File: config.mk
export PLATFORM = sky130hd
export DESIGN_NAME = alu_serial
export DESIGN_NICKNAME = d
export VERILOG_FILES = /design/src/rtl/alu_serial_pkg.sv /design/src/rtl/alu_serial_slice.sv /design/src/rtl/alu_serial.sv
export SDC_FILE = /design/constraint.sdc
export NUM_CORES = 1
export LEC_CHECK = 0
export CAP_MARGIN = 5
export CELL_PAD_IN_SITES_DETAIL_PLACEMENT = 1
export CELL_PAD_IN_SITES_GLOBAL_PLACEMENT = 1
export CORE_MARGIN = 2
export CORE_UTILIZATION = 42
export CTS_CLUSTER_SIZE = 25
export DETAILED_ROUTE_END_ITERATION = 12
export PLACE_DENSITY_LB_ADDON = 0.1
export SLEW_MARGIN = 20
export SYNTH_ARGS = -nofsm -noshare
export SYNTH_HDL_FRONTEND = slang
export SYNTH_SLANG_ARGS = --single-unit
export TNS_END_PERCENT = 20
File: constraint.sdc
create_clock -name clock -period 4.12 [get_ports clock]
set_input_delay 0.412 -clock clock [delete_from_list [all_inputs] [get_ports clock]]
set_output_delay 0.412 -clock clock [all_outputs]
set_load 0.005 [all_outputs]
File: src/rtl/alu_serial_pkg.sv
// Shared definitions for the digit-serial ALU: opcodes, FSM states, helpers.
package alu_defs;

    localparam logic [2:0] ALU_ADD = 3'd2;
    localparam logic [2:0] ALU_SUB = 3'd3;
    localparam logic [2:0] ALU_AND = 3'd4;
    localparam logic [2:0] ALU_OR  = 3'd5;
    localparam logic [2:0] ALU_NOR = 3'd6;
    localparam logic [2:0] ALU_XOR = 3'd7;

    typedef enum logic [1:0] {
        ST_IDLE = 2'd0,
        ST_RUN  = 2'd1,
        ST_DONE = 2'd2
    } state_t;

    // Only ADD and SUB use the carry chain and report carry/overflow.
    function automatic logic is_arith(input logic [2:0] op);
        return (op == ALU_ADD) || (op == ALU_SUB);
    endfunction

endpackage

File: src/rtl/alu_serial_slice.sv
// DIGIT-bit combinational ALU slice; the serial top feeds it one digit per cycle.
module alu_slice
    import alu_defs::*;
#(
    parameter int DIGIT = 1
) (
    input  logic [DIGIT-1:0] a,
    input  logic [DIGIT-1:0] b,
    input  logic             carryin,
    input  logic [2:0]       control,
    output logic [DIGIT-1:0] out,
    output logic             carryout,
    output logic             carry_into_msb_of_digit
);

    logic [DIGIT-1:0] b_eff;
    logic             c;

    // Ripple through the digit; logic ops and illegal codes keep the carry at 0.
    always_comb begin
        // NOTE: every output gets a default first so no path leaves a latch behind.
        b_eff                   = (control == ALU_SUB) ? ~b : b;
        c                       = is_arith(control) ? carryin : 1'b0;
        out                     = '0;
        carry_into_msb_of_digit = 1'b0;
        for (int i = 0; i < DIGIT; i++) begin
            // The value left after the final iteration is the carry into the digit MSB.
            carry_into_msb_of_digit = c;
            case (control)
                ALU_ADD, ALU_SUB: begin
                    out[i] = a[i] ^ b_eff[i] ^ c;
                    c      = (a[i] & b_eff[i]) | (a[i] & c) | (b_eff[i] & c);
                end
                ALU_AND: out[i] = a[i] & b[i];
                ALU_OR:  out[i] = a[i] | b[i];
                ALU_NOR: out[i] = ~(a[i] | b[i]);
                ALU_XOR: out[i] = a[i] ^ b[i];
                default: out[i] = 1'b0;
            endcase
        end
        carryout = c;
    end

endmodule

File: src/rtl/alu_serial.sv
// Digit-serial ALU: latches operands, runs WIDTH/DIGIT slice steps, presents
// the result and flags behind valid/ready handshakes.
module alu_serial
    import alu_defs::*;
#(
    parameter int WIDTH = 32,
    parameter int DIGIT = 1
) (
    input  logic             clock,
    input  logic             reset,
    input  logic             in_valid,
    output logic             in_ready,
    input  logic [WIDTH-1:0] A,
    input  logic [WIDTH-1:0] B,
    input  logic [2:0]       control,
    output logic             out_valid,
    input  logic             out_ready,
    output logic [WIDTH-1:0] out,
    output logic             carryout,
    output logic             overflow,
    output logic             zero,
    output logic             negative
);

    localparam int NUM_STEPS = WIDTH / DIGIT;
    localparam int CNT_W     = (NUM_STEPS > 1) ? $clog2(NUM_STEPS) : 1;
    localparam logic [CNT_W-1:0] LAST_STEP = CNT_W'(NUM_STEPS - 1);

    state_t           state_q, state_d;
    logic [CNT_W-1:0] cnt_q, cnt_d;
    logic             carry_q, carry_d;
    logic [WIDTH-1:0] a_q, a_d;
    logic [WIDTH-1:0] b_q, b_d;
    logic [2:0]       op_q, op_d;
    logic [WIDTH-1:0] res_q, res_d;
    logic             carryout_q, carryout_d;
    logic             overflow_q, overflow_d;
    logic             zero_q, zero_d;
    logic             negative_q, negative_d;

    logic [DIGIT-1:0] slice_out;
    logic             slice_co;
    logic             slice_cim;
    logic [WIDTH-1:0] res_shift;
    logic             accept;

    alu_slice #(.DIGIT(DIGIT)) u_slice (
        .a                       (a_q[DIGIT-1:0]),
        .b                       (b_q[DIGIT-1:0]),
        .carryin                 (carry_q),
        .control                 (op_q),
        .out                     (slice_out),
        .carryout                (slice_co),
        .carry_into_msb_of_digit (slice_cim)
    );

    // Next-state, datapath updates and handshake outputs.
    always_comb begin
        state_d    = state_q;
        cnt_d      = cnt_q;
        carry_d    = carry_q;
        a_d        = a_q;
        b_d        = b_q;
        op_d       = op_q;
        res_d      = res_q;
        carryout_d = carryout_q;
        overflow_d = overflow_q;
        zero_d     = zero_q;
        negative_d = negative_q;
        in_ready   = 1'b0;
        out_valid  = 1'b0;
        accept     = 1'b0;

        // Result digits enter at the top, so after NUM_STEPS the word is aligned.
        res_shift                    = res_q >> DIGIT;
        res_shift[WIDTH-1 -: DIGIT]  = slice_out;

        case (state_q)
            ST_IDLE: begin
                in_ready = 1'b1;
                accept   = in_valid;
            end
            ST_RUN: begin
                a_d     = a_q >> DIGIT;
                b_d     = b_q >> DIGIT;
                res_d   = res_shift;
                carry_d = slice_co;
                cnt_d   = cnt_q + CNT_W'(1);
                if (cnt_q == LAST_STEP) begin
                    state_d    = ST_DONE;
                    carryout_d = is_arith(op_q) & slice_co;
                    overflow_d = is_arith(op_q) & (slice_cim ^ slice_co);
                    zero_d     = (res_shift == '0);
                    negative_d = res_shift[WIDTH-1];
                end
            end
            ST_DONE: begin
                out_valid = 1'b1;
                // Consumer acceptance doubles as admission of the next operation.
                in_ready  = out_ready;
                if (out_ready) begin
                    state_d = ST_IDLE;
                    accept  = in_valid;
                end
            end
            default: state_d = ST_IDLE;
        endcase

        if (accept) begin
            a_d     = A;
            b_d     = B;
            op_d    = control;
            carry_d = (control == ALU_SUB);
            cnt_d   = '0;
            state_d = ST_RUN;
        end
    end

    // State, datapath and flag registers; reset clears everything so no output is X.
    always_ff @(posedge clock or negedge reset) begin
        if (!reset) begin
            state_q    <= ST_IDLE;
            cnt_q      <= '0;
            carry_q    <= 1'b0;
            a_q        <= '0;
            b_q        <= '0;
            op_q       <= '0;
            res_q      <= '0;
            carryout_q <= 1'b0;
            overflow_q <= 1'b0;
            zero_q     <= 1'b0;
            negative_q <= 1'b0;
        end else begin
            // NOTE: non-blocking so every register samples the pre-edge values.
            state_q    <= state_d;
            cnt_q      <= cnt_d;
            carry_q    <= carry_d;
            a_q        <= a_d;
            b_q        <= b_d;
            op_q       <= op_d;
            res_q      <= res_d;
            carryout_q <= carryout_d;
            overflow_q <= overflow_d;
            zero_q     <= zero_d;
            negative_q <= negative_d;
        end
    end

    assign out      = res_q;
    assign carryout = carryout_q;
    assign overflow = overflow_q;
    assign zero     = zero_q;
    assign negative = negative_q;

endmodule

-- Word level (Yosys, flattened, before mapping)
Index checks and enable logic that the tools add are counted.
- muxes and demuxes: 20
- bitwise logic cells: 15
- add/subtract/negate cells: 1
- reduce and logical (&&, ||, !) cells: 7
- equal/unequal tests: 13
- operators by type and width (kind ; count):
    32-bit two-way mux ; 4
    32-bit logical NOT ; 1
    3-bit == test, second input constant ; 4
    5-bit two-way mux ; 2
    3-bit by 2-bit == test with 1-bit output, second input constant ; 3
    1-bit two-way mux ; 7
    1-bit AND ; 6
    2-bit two-way mux ; 3
    3-bit inequality test, second input constant ; 2
    2-bit one-hot mux with 3 select lines ; 1
    5-bit by 1-bit adder with 5-bit output, second input constant ; 1
    5-bit == test, second input constant ; 1
    1-bit one-hot mux with 5 select lines ; 1
    1-bit one-hot mux with 2 select lines ; 2
    1-bit XOR ; 4
    1-bit bitwise OR ; 3
    3-bit AND reduction ; 1
    2-bit by 1-bit == test with 1-bit output, second input constant ; 1
    2-bit == test, second input constant ; 1
    2-bit logical NOT ; 1
    2-bit inequality test, second input constant ; 1
    1-bit NOT ; 2
    2-bit AND reduction ; 1
    2-bit nonzero test ; 1
    2 further kinds ; 2
- output and inout bits: 38
- logic and storage cells: 67
- input port bits: 71
- flip-flop bits (word level): 111

-- Depth between registers and ports, before layout
- depth in word-level cells: 9
- depth in mapped cells: 8
- depth with buffers taken out: 8

-- Hierarchy
Synthesis repeated with hierarchy kept, for this count alone.
- cell total of the unflattened synthesis: 435
- area, all modules: 5435.2 um2
- modules (own cells, without submodules) (module ; sequential area each (um2) ; area an instance (um2) ; cells an instance ; instances):
    alu_serial ; 2777.7 ; 5306.3 ; 417 ; 1
    alu_slice ; 0.0 ; 128.9 ; 18 ; 1

-- Worst setup path after synthesis
OpenSTA, ideal clock, no wires.
- path type: register to register
- start point: reg op_q[1]
- end point: reg negative_q (netlist: negative)
- arrival time: 1618 ps
- clock period less this slack: 1750 ps
- library setup time: 132 ps
- buffers on the path: 0
- path slack: 2370 ps
- data required time: 3988 ps
- cell stages (with the launch flop): 9
- path through: dfrtp_1 inv_1 nor2_1 nand2_1 xnor2_1 fa_1 nor2_1 a31oi_1 o21ai_0
- longest elaborated chain between the ends: 5
- elaborated cells on any way between the ends: 13
- those cells by class: eq/ne: 6; mux: 3; bitwise: 2; reduce/logical: 2
- ends and longest elaborated chain (what ; line ; text):
    start, declared ; alu_serial.sv:34 ; logic [2:0] op_q, op_d;
    start signal, assigned ; alu_serial.sv:140 ; op_q <= op_d;
    3-bit by 2-bit == test with 1-bit output, on equally long branches ; alu_serial_pkg.sv:19, alu_serial_slice.sv:22, alu_serial_slice.sv:29 ;
    1-bit two-way mux / 1-bit logical OR (equally long branches) ; alu_serial_slice.sv:22, alu_serial_pkg.sv:19 ;
    1-bit XOR / 1-bit two-way mux (equally long branches) ; alu_serial_slice.sv:31, alu_serial_slice.sv:23 ;
    1-bit XOR ; alu_serial_slice.sv:31 ; out[i] = a[i] ^ b_eff[i] ^ c;
    1-bit one-hot mux with 5 select lines (*) ; alu_serial_slice.sv:29 ; case (control)
    end signal, assigned ; alu_serial.sv:145 ; negative_q <= negative_d;
    end, declared ; alu_serial.sv:39 ; logic negative_q, negative_d;
Every way passes the cells marked *; elsewhere a longest branch is shown, timed or not.
A chain may end at the register's enable or synchronous reset.

-- Worst setup path in the final report
- start point: reg state_q[1]
- end point: reg a_q[23]
- longest elaborated chain between the ends: 3
- elaborated cells on any way between the ends: 6
- those cells by class: eq/ne: 2; mux: 2; reduce/logical: 2
- ends and longest elaborated chain (what ; line ; text):
    start, declared ; alu_serial.sv:29 ; state_t state_q, state_d;
    start signal, assigned ; alu_serial.sv:135 ; state_q <= state_d;
    2-bit == test / 2-bit logical NOT (equally long branches) ; alu_serial.sv:78 ; case (state_q)
    1-bit one-hot mux with 2 select lines ; alu_serial.sv:78 ;
    32-bit two-way mux / 2-bit nonzero test (equally long branches) ; - ;
    end signal, assigned ; alu_serial.sv:125 ; a_q <= '0;
    end signal, assigned ; alu_serial.sv:138 ; a_q <= a_d;
    end, declared ; alu_serial.sv:32 ; logic [WIDTH-1:0] a_q, a_d;
Parallel ways exist; a longest one is shown, timed or not.

==> results by group <==
Finish
  • Non-Filler Instances: 748
  • N_diodes: 0
  • Layout Area Growth over Synthesis: 27.8%
  • Register cell area after layout: 2780 um2
  • Highest-count cells in the layout ignoring fill and taps: sky130_fd_sc_hd__nand2_1 (170), sky130_fd_sc_hd__dfrtp_1 (111), sky130_fd_sc_hd__clkdlybuf4s50_1 (107)
  • Net total in the final layout: 672
  • Multi-input combinational cell area: 2000 um2
  • Most common library cell in the layout ignoring fill and taps: sky130_fd_sc_hd__nand2_1
  • Share of cells above drive strength 1: 0.0516
  • Fillers: 1317

Yosys
  • FF+latch count, synth: 111
  • Post-synthesis instance total: 499
  • Warning count from the yosys run: 0
  • Cell area after synthesis: 5040 um2
  • Synthesized Nets: 575
  • Sequential area share after synthesis: 0.551
  • Unique masters post-synth: 37
  • Average cell area after synthesis: 10.1 um2

STA
  • Final worst-path cycle share: 0.536
  • Headroom to the max-slew limit: 0.424
  • Layout Skew: 0.00563 ns
  • Tightest Pin Transition: 0.864 ns
  • Number of max-slew violations in the final report: 0
  • Top achievable clock speed: 453 MHz
  • Unrepaired setup endpoints after global routing: false
  • Final hold vios: 0
  • Setup tns final: 0 ns
  • Post-route setup slack: 1.91 ns
  • Count of endpoints failing setup in the final report: 0
  • Min cycle time layout: 2.21 ns

Die
  • Number of core rows: 40
  • Height of the die: 114 um
  • Area inside the core boundary: 11900 um2
  • Total I/O pin count: 109
  • Initial standard-cell utilization of the core: 0.425
  • Die ar.: 12900 um2
  • Width of the die: 114 um

Route
  • DR pass1 iterations: 4
  • Wire length per cell after detailed routing: 15.0 um
  • Post-detailed-route DRC marker count: 0
  • Detailed-route via count: 3797
  • Number of design-rule violations left by the first detailed-router iteration: 157
  • Final WL: 11200 um
  • Via-to-Cell Ratio: 5.08
  • Number of antenna-violating nets in the routed design: 0

Clock network
  • Clock insertion delay at the later pin of the skew report: 0.35 ns
  • Number of CTS-inserted buffers: 9
  • Deepest level of the CTS H-tree: 3
  • CTS root buffer: sky130_fd_sc_hd__clkbuf_16
  • Cts hold-fix bufs: 0
  • Number of sinks driven by the clock tree: 111
  • Max Root-Sink Buffers: 2
  • Post-CTS Setup Inserts: 0
  • Clock tree from TritonCTS: built
  • Resized Gates After CTS: 0
  • Clk pin slew, worst setup/hold paths: 0.07 ns

Placement
  • Placer Congestion: 0.718
  • Placed cell count: 731
  • Detail Placement HPWL: 7840 um
  • Worst slack, placed: 1.50 ns
  • PortBufs: 108

Pwr
  • VDD IR max: 0.247 mV
  • Cell area power density: 659 nW/um2
  • Static leakage: 2.77 nW

Critical path
  • Worst setup EP type: flip-flop
  • Critical path cell sequence: nand2b_4 -> buf_4 -> mux2i_1 -> o21ai_0
  • Critical path arrival: 2.43 ns
  • CP max-delay cell: sky130_fd_sc_hd__nand2b_4
  • Launching element type of the critical path: flip-flop
  • CP Data Required Time: 4.34 ns
  • Peak fanout along the critical path: 65
  • Classification of the worst setup path: flip-flop to flip-flop
  • Peak per-stage delay on the critical path: 0.75 ns

Global route
  • Wire length of the first global-routing pass: 19100 um
  • Combined global-route utilization of all metal layers: 0.186
  • Global route total overflow: 0
  • Number of antenna violations at the first check in global routing: 0
  • Vias in the first global route: 3983
  • Maximum number of pins on one net before global-route repair: 82

Job
  • Max Cap Viol: 0

Run status
  • Run status: finished clean

Hold path
  • Tightest Hold Check Type: input port to async pin
flip-flops by register name, indices dropped and copies added (netlist names), 2 cells and up:
signal	count
op_q	3
out	32
a_q	32
b_q	32
state_q	2
cnt_q	5
stage by stage:
stage	util	power (mW)	area, um2	hold WS (ns)
finish	0.544	4.25	6450	0.0823
global route	0.544	4.61	6450	0.158
CTS	0.542	4.32	6430	0.280
detailed placement	0.517	3.45	6130	0.471
global placement	0.517	3.34	6130	0.467
floorplan	-	2.86	5040	0.116
final timing paths:
| kind | from | end | slack (ns) | depth (start not counted) |
|---|---|---|---|---|
| min reg2reg | out[0] | out[0] | 0.48 | 2 |
| max | state_q[1] | a_q[23] | 1.91 | 4 |
| max reg2reg | state_q[1] | a_q[23] | 1.91 | 4 |
| min | reset | out[28] | 0.08 | 1 |
| min in group clock | out[0] | out[0] | 0.48 | 2 |
| max in group asynchronous | reset | b_q[30] | 3.10 | 2 |
per-layer routing:
layer / track usage / part of all wire / up-vias
li1: - / - / 1864
met1: 0.230 / 0.45 / 1845
met2: 0.325 / 0.50 / 75
met3: 0.0356 / 0.038 / 13
met4: 0.0683 / 0.017 / 0
met5: 0 / 0 / -
layout make-up:
class | count | share of cell area
flip-flops and latches | 111 | 0.431
multi-input cells | 352 | 0.310
repair buffers | 117 | 0.181
clock buffers | 13 | 0.0435
well taps | 147 | 0.0285
inverters | 5 | 0.00291
clock inverters | 3 | 0.00233
power by group:
| group | leakage, nW | switching [mW] | total [mW] | internal [mW] |
|---|---|---|---|---|
| registers | 1.44 | 0.333 | 1.87 | 1.54 |
| logic | 1.18 | 0.746 | 1.53 | 0.782 |
| clock network | 0.151 | 0.381 | 0.854 | 0.474 |
Yosys cell counts:
library cell               instances  share of area
sky130_fd_sc_hd__and3_1            1         0.0012
sky130_fd_sc_hd__nor2_1            6         0.0045
sky130_fd_sc_hd__nand4_1           3         0.0037
sky130_fd_sc_hd__clkbuf_2          2         0.0020
sky130_fd_sc_hd__xnor2_1           2         0.0035
sky130_fd_sc_hd__o211ai_1          1         0.0015
sky130_fd_sc_hd__mux2i_1          59           0.12
sky130_fd_sc_hd__nand2b_1          3         0.0037
sky130_fd_sc_hd__o31ai_1           2         0.0030
sky130_fd_sc_hd__buf_4             5         0.0074
sky130_fd_sc_hd__nor3_1            5         0.0050
sky130_fd_sc_hd__nand2_1         170           0.13
sky130_fd_sc_hd__a31oi_1           1         0.0012
sky130_fd_sc_hd__buf_8             5          0.015
sky130_fd_sc_hd__o21ai_0          62          0.062
sky130_fd_sc_hd__o21ai_1           3         0.0030
sky130_fd_sc_hd__a22o_1            2         0.0035
sky130_fd_sc_hd__clkbuf_1          4         0.0030
sky130_fd_sc_hd__a221o_1           3         0.0060
sky130_fd_sc_hd__nor4_1            7         0.0087
sky130_fd_sc_hd__buf_2             8         0.0079
sky130_fd_sc_hd__fa_1              1         0.0040
sky130_fd_sc_hd__inv_1             4         0.0030
sky130_fd_sc_hd__a211oi_4          1         0.0040
sky130_fd_sc_hd__nand4b_1          1         0.0017
sky130_fd_sc_hd__ha_1              4         0.0099
sky130_fd_sc_hd__dfrtp_1         111           0.55
sky130_fd_sc_hd__xor2_1            3         0.0052
sky130_fd_sc_hd__nor2b_1           2         0.0025
sky130_fd_sc_hd__o21bai_1          1         0.0015
sky130_fd_sc_hd__nand2_2           1         0.0012
sky130_fd_sc_hd__a21oi_1           4         0.0040
sky130_fd_sc_hd__mux2_1            2         0.0045
sky130_fd_sc_hd__nand3b_1          1         0.0015
sky130_fd_sc_hd__a22oi_1           1         0.0015
sky130_fd_sc_hd__inv_2             1        0.00074
sky130_fd_sc_hd__buf_6             7          0.016
logic make-up (layout without fill, tap and decap cells):
group / after synthesis / in the layout / share of synthesized area
adder cells (fa/ha/maj): 5 / 5 / 0.0139
XOR/XNOR: 5 / 5 / 0.00868
multiplexers: 61 / 61 / 0.122
flip-flops: 111 / 111 / 0.551
AO/OA/AOI/OAI: 81 / 81 / 0.0905
buffers and inverters: 36 / 138 / 0.0546
AND/OR/NAND/NOR: 200 / 200 / 0.160
worst max-delay path, delay by kind of cell, from the launching register on:
kind | cells | cell delay, ns
compound gates | 1 | 0.10
buf+inv | 1 | 0.49
flops | 1 | 0.47
mux | 1 | 0.23
simple gates | 1 | 0.75
Note: power is estimated with default switching activity, not from simulation.
